### config.mk
export PLATFORM = sky130hd
export DESIGN_NAME = hdmi_link_manager
export DESIGN_NICKNAME = d
export VERILOG_FILES = /design/src/rtl/hdmi_link_pkg.sv /design/src/rtl/hdmi_link_timer.sv /design/src/rtl/hdmi_link_manager.sv
export SDC_FILE = /design/constraint.sdc
export NUM_CORES = 1
export LEC_CHECK = 0
export BUFFER_PORTS_ARGS = -buffer_cell sky130_fd_sc_hd__buf_2
export CORE_MARGIN = 2
export CORE_UTILIZATION = 30
export CTS_CLUSTER_DIAMETER = 60
export DETAILED_ROUTE_END_ITERATION = 8
export PLACE_DENSITY = 0.44
export SKIP_LAST_GASP = 1
export SLEW_MARGIN = 20
export SYNTH_ARGS = -nofsm -noshare
export SYNTH_HDL_FRONTEND = slang
export SYNTH_SLANG_ARGS = --single-unit
### constraint.sdc
create_clock -name clock -period 2.6 [get_ports clock]
set_clock_uncertainty 0.05 [all_clocks]
set_input_delay 0.26 -clock clock [delete_from_list [all_inputs] [get_ports clock]]
set_output_delay 0.26 -clock clock [all_outputs]
set_load 0.05 [all_outputs]
### src/rtl/hdmi_link_pkg.sv
// Shared types and SCDC constants for the HDMI source link bring-up controller.
package hdmi_link_pkg;

  typedef enum logic [2:0] {
    IDLE,
    WAIT,
    CONFIG,
    SCDC_VERSION,
    TMDS,
    RUN,
    FAIL
  } link_state_t;

  localparam logic [7:0] SOURCE_VERSION       = 8'h02;
  localparam logic [7:0] TMDS_CONFIG          = 8'h20;
  localparam logic [7:0] SCRAMBLER_STATUS     = 8'h21;
  localparam logic [7:0] SOURCE_VERSION_VALUE = 8'h01;

  typedef struct packed {
    logic [7:0] offset;
    logic [7:0] data;
  } table_entry_t;

  function automatic table_entry_t table_entry(input logic [255:0] tbl, input logic [3:0] index);
    return tbl[{index, 4'b0000} +: 16];
  endfunction

endpackage

### src/rtl/hdmi_link_timer.sv
// Loadable 32-bit down-counter with a zero flag; shared by HPD debounce and SCDC polling.
module hdmi_link_timer (
  input  logic        clock,
  input  logic        reset,
  input  logic        load,
  input  logic [31:0] load_value,
  output logic        zero
);

  logic [31:0] count;

  always_ff @(posedge clock or posedge reset) begin
    if (reset) begin
      count <= '0;
    end else if (load) begin
      count <= load_value;
    end else if (count != '0) begin
      count <= count - 32'd1;
    end
  end

  assign zero = (count == '0);

endmodule

### src/rtl/hdmi_link_manager.sv
// HDMI source link bring-up: HPD debounce, retimer table load, SCDC negotiation, retry/fail.
// Optional scrambler status polling in RUN is enabled by defining HDMI_SCDC_POLL_EN.
module hdmi_link_manager
  import hdmi_link_pkg::*;
#(
  parameter int unsigned  CLOCK_FREQUENCY  = 100_000_000,
  parameter int unsigned  HPD_DEBOUNCE_MS  = 100,
  parameter logic [6:0]   RETIMER_ADDRESS  = 7'h5E,
  parameter logic [6:0]   SCDC_ADDRESS     = 7'h54,
  parameter int unsigned  CONFIG_COUNT     = 9,
  parameter logic [255:0] CONFIG_TABLE     = 256'h0,
  parameter int unsigned  MAX_RETRIES      = 3,
  parameter int unsigned  POLL_INTERVAL_MS = 100
) (
  input  logic       clock,
  input  logic       reset,
  input  logic       hpd,
  input  logic       tmds_clock_over_340mhz,
  output logic       i2c_request,
  output logic [6:0] i2c_address,
  output logic       i2c_rw,
  output logic [7:0] i2c_register,
  output logic [7:0] i2c_write_data,
  input  logic       i2c_done,
  input  logic       i2c_nack,
  input  logic [7:0] i2c_read_data,
  output logic       scrambler_enable,
  output logic       tmds_bit_clock_ratio,
  output logic       scdc_present,
  output logic       run,
  output logic       error
);

  localparam logic [31:0] DEBOUNCE_LOAD = 32'(CLOCK_FREQUENCY / 1000 * HPD_DEBOUNCE_MS - 1);
  localparam logic [31:0] POLL_LOAD     = 32'(CLOCK_FREQUENCY / 1000 * POLL_INTERVAL_MS - 1);
  localparam logic [3:0]  LAST_INDEX    = 4'(CONFIG_COUNT - 1);
  localparam logic [3:0]  RETRY_LIMIT   = 4'(MAX_RETRIES);

  link_state_t  state;
  logic         hpd_meta;
  logic         hpd_s;
  logic [3:0]   config_index;
  logic [3:0]   retry_count;
  logic         done_valid;
  logic         retry_event;
  logic         timer_load;
  logic         poll_reload;
  logic [31:0]  timer_value;
  logic         timer_zero;
  table_entry_t first_entry;
  table_entry_t next_entry;
  logic         read_data_unused;

`ifdef HDMI_SCDC_POLL_EN
  logic         miss_pending;
`endif

  assign read_data_unused = ^i2c_read_data;

  always_ff @(posedge clock or posedge reset) begin
    if (reset) begin
      hpd_meta <= 1'b0;
      hpd_s    <= 1'b0;
    end else begin
      hpd_meta <= hpd;
      hpd_s    <= hpd_meta;
    end
  end

  assign done_valid  = i2c_done & i2c_request;
  assign first_entry = table_entry(CONFIG_TABLE, 4'd0);
  assign next_entry  = table_entry(CONFIG_TABLE, config_index + 4'd1);

  // An SCDC version NACK only counts as a failure when the mode needs scrambling.
  assign retry_event = hpd_s & done_valid & i2c_nack &
                       ((state == CONFIG) || (state == TMDS) ||
                        ((state == SCDC_VERSION) && tmds_bit_clock_ratio));

  always_comb begin
    timer_load  = 1'b0;
    poll_reload = 1'b0;
    if (state == IDLE) begin
      timer_load = hpd_s;
    end
    if (retry_event) begin
      timer_load = 1'b1;
    end
`ifdef HDMI_SCDC_POLL_EN
    if (((state == TMDS) && done_valid && !i2c_nack) || ((state == RUN) && done_valid)) begin
      timer_load  = 1'b1;
      poll_reload = 1'b1;
    end
`endif
  end

  assign timer_value = poll_reload ? POLL_LOAD : DEBOUNCE_LOAD;

  hdmi_link_timer u_timer (
    .clock      (clock),
    .reset      (reset),
    .load       (timer_load),
    .load_value (timer_value),
    .zero       (timer_zero)
  );

  always_ff @(posedge clock or posedge reset) begin
    if (reset) begin
      state                <= IDLE;
      config_index         <= '0;
      retry_count          <= '0;
      i2c_request          <= 1'b0;
      i2c_address          <= '0;
      i2c_rw               <= 1'b0;
      i2c_register         <= '0;
      i2c_write_data       <= '0;
      scrambler_enable     <= 1'b0;
      tmds_bit_clock_ratio <= 1'b0;
      scdc_present         <= 1'b0;
      run                  <= 1'b0;
      error                <= 1'b0;
`ifdef HDMI_SCDC_POLL_EN
      miss_pending         <= 1'b0;
`endif
    end else begin
      if (state == IDLE) begin
        scrambler_enable     <= tmds_clock_over_340mhz;
        tmds_bit_clock_ratio <= tmds_clock_over_340mhz;
      end

      if (!hpd_s) begin
        state        <= IDLE;
        i2c_request  <= 1'b0;
        i2c_rw       <= 1'b0;
        run          <= 1'b0;
        scdc_present <= 1'b0;
        error        <= 1'b0;
      end else if (retry_event) begin
        i2c_request <= 1'b0;
        if (retry_count == RETRY_LIMIT) begin
          state <= FAIL;
          error <= 1'b1;
        end else begin
          retry_count <= retry_count + 4'd1;
          state       <= WAIT;
        end
      end else begin
        case (state)
          IDLE: begin
            retry_count <= '0;
`ifdef HDMI_SCDC_POLL_EN
            miss_pending <= 1'b0;
`endif
            state <= WAIT;
          end
          WAIT: begin
            if (timer_zero) begin
              i2c_request    <= 1'b1;
              i2c_address    <= RETIMER_ADDRESS;
              i2c_rw         <= 1'b0;
              i2c_register   <= first_entry.offset;
              i2c_write_data <= first_entry.data;
              config_index   <= '0;
              state          <= CONFIG;
            end
          end
          CONFIG: begin
            if (done_valid) begin
              if (config_index == LAST_INDEX) begin
                i2c_address    <= SCDC_ADDRESS;
                i2c_register   <= SOURCE_VERSION;
                i2c_write_data <= SOURCE_VERSION_VALUE;
                state          <= SCDC_VERSION;
              end else begin
                config_index   <= config_index + 4'd1;
                i2c_register   <= next_entry.offset;
                i2c_write_data <= next_entry.data;
              end
            end
          end
          SCDC_VERSION: begin
            if (done_valid) begin
              if (i2c_nack) begin
                i2c_request  <= 1'b0;
                scdc_present <= 1'b0;
                run          <= 1'b1;
                state        <= RUN;
              end else begin
                scdc_present   <= 1'b1;
                i2c_register   <= TMDS_CONFIG;
                i2c_write_data <= {6'b0, tmds_bit_clock_ratio, scrambler_enable};
                state          <= TMDS;
              end
            end
          end
          TMDS: begin
            if (done_valid) begin
              i2c_request <= 1'b0;
              run         <= 1'b1;
              state       <= RUN;
            end
          end
          RUN: begin
            run <= 1'b1;
`ifdef HDMI_SCDC_POLL_EN
            if (!i2c_request) begin
              if (timer_zero && scdc_present && tmds_bit_clock_ratio) begin
                i2c_request    <= 1'b1;
                i2c_rw         <= 1'b1;
                i2c_address    <= SCDC_ADDRESS;
                i2c_register   <= SCRAMBLER_STATUS;
                i2c_write_data <= '0;
              end
            end else if (done_valid) begin
              i2c_request <= 1'b0;
              i2c_rw      <= 1'b0;
              if (!i2c_nack && i2c_read_data[0]) begin
                miss_pending <= 1'b0;
              end else if (miss_pending) begin
                // Second consecutive miss: drop the link and rewrite TMDS config.
                miss_pending   <= 1'b0;
                run            <= 1'b0;
                i2c_request    <= 1'b1;
                i2c_register   <= TMDS_CONFIG;
                i2c_write_data <= {6'b0, tmds_bit_clock_ratio, scrambler_enable};
                state          <= TMDS;
              end else begin
                miss_pending <= 1'b1;
              end
            end
`endif
          end
          FAIL: begin
            error       <= 1'b1;
            i2c_request <= 1'b0;
          end
          default: state <= IDLE;
        endcase
      end
    end
  end

endmodule
Yosys cells after proc, flatten, opt, wreduce, memory -nomap -nowiden
Index checks and enable logic that the tools add are counted.
{ "op_classes": {"add_sub_neg": 3, "mul": 0, "div": 0, "order_cmp": 0, "n_eq_ne": 34, "shifts": 1, "n_mux": 62, "n_bitwise": 5, "reduce_logical": 21} }
{ "ops": {"columns": ["cell", "n"], "rows": [
  ["indexed part select 256 x 9 -> 16 bit (first input constant)", 1],
  ["two-way mux 8 bit", 9],
  ["two-way mux 32 bit", 2],
  ["case mux 8 bit (3 select lines)", 2],
  ["zero test 32 bit", 1],
  ["nonzero test 32 bit", 1],
  ["subtractor 32 x 1 -> 32 bit (second input constant)", 1],
  ["two-way mux 1 bit", 27],
  ["two-way mux 3 bit", 8],
  ["two-way mux 4 bit", 6],
  ["two-way mux 7 bit", 3],
  ["inequality test 4 bit (second input constant)", 5],
  ["case mux 3 bit (6 select lines)", 1],
  ["AND reduction 6 bit", 3],
  ["inequality test 2 bit (second input constant)", 7],
  ["case mux 7 bit (2 select lines)", 1],
  ["inequality test 2 x 1 -> 1 bit (second input constant)", 5],
  ["AND reduction 5 bit", 2],
  ["equality test 3 bit (second input constant)", 3],
  ["inequality test 3 bit (second input constant)", 3],
  ["AND reduction 3 bit", 3],
  ["adder 4 x 1 -> 4 bit (second input constant)", 2],
  ["case mux 4 bit (2 select lines)", 1],
  ["AND reduction 7 bit", 1],
  ["20 further kinds", 28]
]} }
{ "word_totals": {"regBits": 74, "latch_bits": 0, "ram_bits": 0, "rom_bits": 0, "inputBits": 14, "out_inout_bits": 30, "wordCells": 141, "n_memories": 0} }

Logic depth before layout (Yosys ltp)
{ "logic_depth": {"word_depth": 6, "depth_mapped": 8} }

Hierarchy
From an unflattened synthesis, not the netlist that was laid out.
{ "hier_totals": {"hier_cells": 376, "hier_area_um2": 3413.3} }
{ "by_module_without_submodules": {"columns": ["module", "n_inst", "cells_per_inst", "area_each_um2", "seq_area_each_um2"], "rows": [
  ["hdmi_link_timer", 1, 203, 1831.8, 800.8],
  ["hdmi_link_manager", 1, 173, 1581.5, 600.6]
]} }

Worst setup path after synthesis
No wires, ideal clock.
{ "synth_path": {"path_type": "reg-to-reg", "startpoint": "reg tmds_bit_clock_ratio", "endpoint": "reg i2c_register[1]", "setup_time_ns": 0.128, "t_arrival_ns": 2.118, "t_required_ns": 2.422, "slack_ns": 0.305, "stages_incl_launch_ff": 6, "period_less_slack_ns": 2.295, "cell_sequence": "dfrtp_1 > nand2b_1 > a31o_2 > a221oi_2 > nand4_2 > mux2_1"} }
{ "synth_between": {"elab_chain_cells": 5} }
{ "synth_rtl": {"columns": ["item", "line_no", "rtl"], "rows": [
  ["start, declared", "hdmi_link_manager.sv:28", "output logic tmds_bit_clock_ratio,"],
  ["start signal, assigned", "hdmi_link_manager.sv:127", "tmds_bit_clock_ratio <= tmds_clock_over_340mhz;"],
  ["logical AND 1 bit", "hdmi_link_manager.sv:77", "((state == SCDC_VERSION) && tmds_bit_clock_ratio));"],
  ["logical OR 1 bit", "hdmi_link_manager.sv:76", "((state == CONFIG) || (state == TMDS) ||"],
  ["bitwise AND 1 bit", "hdmi_link_manager.sv:75", "assign retry_event = hpd_s & done_valid & i2c_nack &"],
  ["NOT 1 bit (no source line)", null, null],
  ["AND reduction 7 bit (no source line)", null, null],
  ["end signal, assigned", "hdmi_link_manager.sv:160", "i2c_register <= first_entry.offset;"],
  ["end signal, assigned", "hdmi_link_manager.sv:175", "i2c_register <= next_entry.offset;"],
  ["end, declared", "hdmi_link_manager.sv:22", "output logic [7:0] i2c_register,"]
]} }
Every way passes these cells.
A chain may end at the register's enable or synchronous reset.

Worst setup path after layout
{ "layout_path": {"startpoint": "reg u_timer.count[26]", "endpoint": "reg i2c_write_data[0]"} }
{ "layout_between": {"elab_chain_cells": 3} }
{ "layout_rtl": {"columns": ["item", "line_no", "rtl"], "rows": [
  ["start, declared", "hdmi_link_timer.sv:10", "logic [31:0] count;"],
  ["start signal, assigned", "hdmi_link_timer.sv:16", "count <= load_value;"],
  ["start signal, assigned", "hdmi_link_timer.sv:18", "count <= count - 32'd1;"],
  ["zero test 32 bit", "hdmi_link_timer.sv:22", "assign zero = (count == '0);"],
  ["inequality test 2 bit (no source line)", null, null],
  ["AND reduction 7 bit (no source line)", null, null],
  ["end signal, assigned", "hdmi_link_manager.sv:161", "i2c_write_data <= first_entry.data;"],
  ["end signal, assigned", "hdmi_link_manager.sv:176", "i2c_write_data <= next_entry.data;"],
  ["end signal, assigned", "hdmi_link_manager.sv:190", "i2c_write_data <= {6'b0, tmds_bit_clock_ratio, scrambler_enable};"],
  ["end, declared", "hdmi_link_manager.sv:23", "output logic [7:0] i2c_write_data,"]
]} }
Every way passes these cells.

==> run summary <==
The flow ran to the end, and the final reports show no timing, DRC or antenna violations. The number of flops mapped to enable cells by yosys came out at 0. In this run the worst path has a maximum fanout of 6. The netlist area before placement is 3339 sq um. Summed over all failing endpoints, the final setup total negative slack is 0 ps.

After synthesis, the largest family of logic cells by area is simple AND/OR/NAND/NOR gates. The routed design has 7611 um of wire. The area occupied by multi-input gates came out at 1735 sq um. The first-pass GRT wire length is 13170 um. The synthesized area divided by synthesized cell count came out at 9.793 sq um. The final max-slew violation count came out at 0.

Global routing used 23.02% of the available met2 tracks. The worst path needs 2348 ps of the cycle, external delays included. STA classifies the critical path startpoint as a flip-flop.

STA puts the critical path data required time at 2760 ps. The worst pin sits at a relative slew slack of 59.92%. In the routed design, unresolved DRC markers number 0.

The footprint of the flip-flops and latches came out at 1401 sq um. The worst-case IR drop observed on VDD is 0.0004441 V. The total die area came out at 11990 sq um.

For this design the top-level I/O count stands at 44. In this run the worst hold path is classified as in2reg. The area fraction in compound gates after synthesis is 17.12%.

The final weighted congestion of routability-driven global placement is 0.7726. The latest clock arrival within the worst-skew pair is 320 ps. Hold repair after CTS inserted 2 buffers. Setup repair after global routing left no endpoint under its margin.

After filler insertion, the fill cell instance count of the layout stands at 1151. The proportion of netlist area held by the largest area contributor is 41.96%. The floorplan die height is 109.5 um. The first detailed-routing pass took 4 iterations. The async set-reset flop share out of synthesis is 100.0%.

Once the clock tree was built, the setup fixing pass inserted 0 buffers. The synthesized-area fraction occupied by and/or/nand/nor cells is 25.59%. The synthesized netlist devotes 1.499% of its cell area to adder and majority cells. The number of CTS-inserted buffers is 5. By count the netlist is led by dfrtp_1 (56), nor2_1 (25), buf_4 (19), nand2_1 (16), nand3_1 (16). The row count came out at 38. The slowest stage of the critical path belongs to the cell nor4_1. The final antenna-violating net count is 0.

The count of inserted antenna diode cells is 0. The core area came out at 10840 sq um. TritonCTS built the clock tree. The analysis attributes to cell leakage a power of 1.472 nW. The worst setup path is captured at a flip-flop. The worst hold slack came out at 128.4 ps. The clock slew at the register clock pins of the worst setup and hold paths came out at 100 ps.

Counting tap cells, the placed design contains a total of 504 instances. The peak per-stage delay on the critical path is 480 ps. The total count of hold-check failures in the final report is 0. CTS built an H-tree with a depth of 2.

Ranked by total cell area, the synthesized netlist is headed by dfrtp_1 (42%), buf_4 (4.3%), nor2_1 (2.8%), or4_1 (2.5%), nand3_1 (2.4%). Global routing consumed, over all layers together, 13.93% of the routing resources. The initial antenna violation count is 0. The number of input and output port buffers inserted came out at 20. The unique cell type count in the Yosys netlist came out at 70. The Yosys step of the flow raised 0 warnings. Across all layers, the routed design uses 2625 vias.

The finished layout holds 511 standard cells, fillers aside. Of the cells placed in the final design, the portion with a size suffix greater than 1 is 19.41%. The area growth from synthesis to final layout is 10.79%. The sequential share of the synthesized area is 41.96%.

The number of DRC markers after the initial detailed-route iteration is 89. The slew of the pin with the lowest slew margin is 586.1 ps. The ratio of total power to cell area came out at 722.2 nW/um^2. The highest clock frequency the design can meet is 0.4259 GHz. The most numerous cell type found on the critical path is nand4_2.

Setup violations remaining at the end of the flow were counted as 0. The critical path is of the reg2reg type. The maximum number of pins on one net before global-route repair is 36. The final global-route overflow total came out at 0. The fraction of synthesized cell area in xor and xnor cells is 3.147%. The period utilization is 90.31%. The met1 usage is 18.57%. The cell sitting at the root of the clock tree is a clkbuf_8.

For the worst setup path, the data arrival time is 2510 ps. The initial core utilization came out at 30.81%. The register bit total from synthesis came out at 56.

The number of global-route vias before repair came out at 2671. After technology mapping, the gate count stands at 341. The leading cell type by number of instances after synthesis is dfrtp_1. The die is 109.5 um wide.

The most used flip-flop cell after synthesis is dfrtp_1. The clock passes through at most 2 buffers. The half-perimeter wire length of the detailed placement result came out at 5387 um. The critical path goes through nor4_1 > nand4_2 > o31ai_4 > nand4_2 > mux2_1. After detailed routing, the average wire length per cell comes to 14.89 um. The TritonCTS sink count is 56.

The largest total area in the synthesized netlist belongs to dfrtp_1. The number of instances resized during post-cts repair came out at 0. The mux cell area share after synthesis came out at 2.922%. In the global route stage, met3 resource usage came out at 2.727%. The tool flagged a number of max-cap violations equal to 0. The final net count is 391. Dividing the detail-routed via count by the number of cells gives 5.137. The most congested layer reported by global routing is met2.
==> placed cells by master (no fill, tap or decap), types with 3 or more instances in the layout <==
cell type and instances:
xor2_1 3, nor3b_1 4, nand3b_1 3, nand3_1 16, nor4_1 8, and3b_1 3
nand2b_1 4, and3_1 4, buf_2 20, ha_1 4, a31oi_1 4, clkbuf_8 5
inv_1 11, a21oi_1 12, conb_1 15, nor4_4 3, nand2_1 16, or3_1 11
o21ai_0 12, nor2_1 25, or2_2 4, o211ai_1 6, o21ai_1 3, o31ai_1 10
xnor2_1 9, or4_1 11, mux2i_1 3, buf_4 20, nor3_1 7, mux2_1 4
dfrtp_1 56
==> logic make-up after synthesis <==
family	count (synthesis)
and+or+nand+nor	137
muxes	9
adders and majority gates	4
DFF	56
buffers and inverters	44
xor gates and xnor gates	12
other	1
AOI/OAI and AO/OA	78
==> stage by stage <==
stage / worst slack (ps) / utilization, % / total power [mW] / cell area, sq um
finish: 251.9 / 34.13 / 2.672 / 3700
CTS: 227.0 / 34.13 / 2.718 / 3700
global route: 78.80 / 34.13 / 2.884 / 3700
detailed placement: 245.0 / 33.31 / 2.234 / 3611
global placement: 296.6 / 33.31 / 2.224 / 3611
floorplan: 304.8 / - / 1.969 / 3392
==> final timing paths <==
check | from | endpoint | slack (ps) | cells past startpoint
max in group asynchronous | reset | state[0] | 1610 | 4
min in group asynchronous | reset | i2c_address[4] | 460 | 4
hold reg to reg | hpd_meta | hpd_s | 320 | 0
setup reg to reg | u_timer.count[26] | i2c_write_data[0] | 250 | 5
hold / removal | tmds_clock_over_340mhz | tmds_bit_clock_ratio | 130 | 2
setup / recovery | u_timer.count[26] | i2c_write_data[0] | 250 | 5
==> final cells by class <==
cell class | instances | share of cell area (%)
tap | 140 | 4.735
timing repair buffer | 42 | 7.305
sequential | 56 | 37.88
inverter | 13 | 1.319
clock buffer | 5 | 1.860
multi-input combinational | 255 | 46.91
==> sequential cells by signal (all words and copies together) (netlist names) <==
| signal | flops |
|---|---|
| i2c_register | 2 |
| i2c_address | 2 |
| u_timer.count | 32 |
| hpd_meta | 1 |
| hpd_s | 1 |
| i2c_request | 1 |
| i2c_write_data | 2 |
| tmds_bit_clock_ratio | 1 |
| scdc_present | 1 |
| retry_count | 4 |
| error | 1 |
| config_index | 4 |
| run | 1 |
| state | 3 |
==> per-layer routing <==
layer	vias up	wire (um)
met4	0	89
met2	39	3625
met5	-	0
met1	1278	3681
li1	1300	-
met3	8	215
==> report_power, final <==
| part | switching (mW) | leakage, nW | internal, mW |
|---|---|---|---|
| combinational | 0.729 | 0.732 | 0.384 |
| sequential | 0.124 | 0.704 | 0.970 |
| clock | 0.289 | 0.0359 | 0.175 |
==> worst max-delay path, delay by kind of cell (launching register included) <==
family	cells	cell delay [ps]
simple gates	3	1000
flops	1	450
compound gates	1	390
mux	1	360
Note: power is estimated with default switching activity, not from simulation.
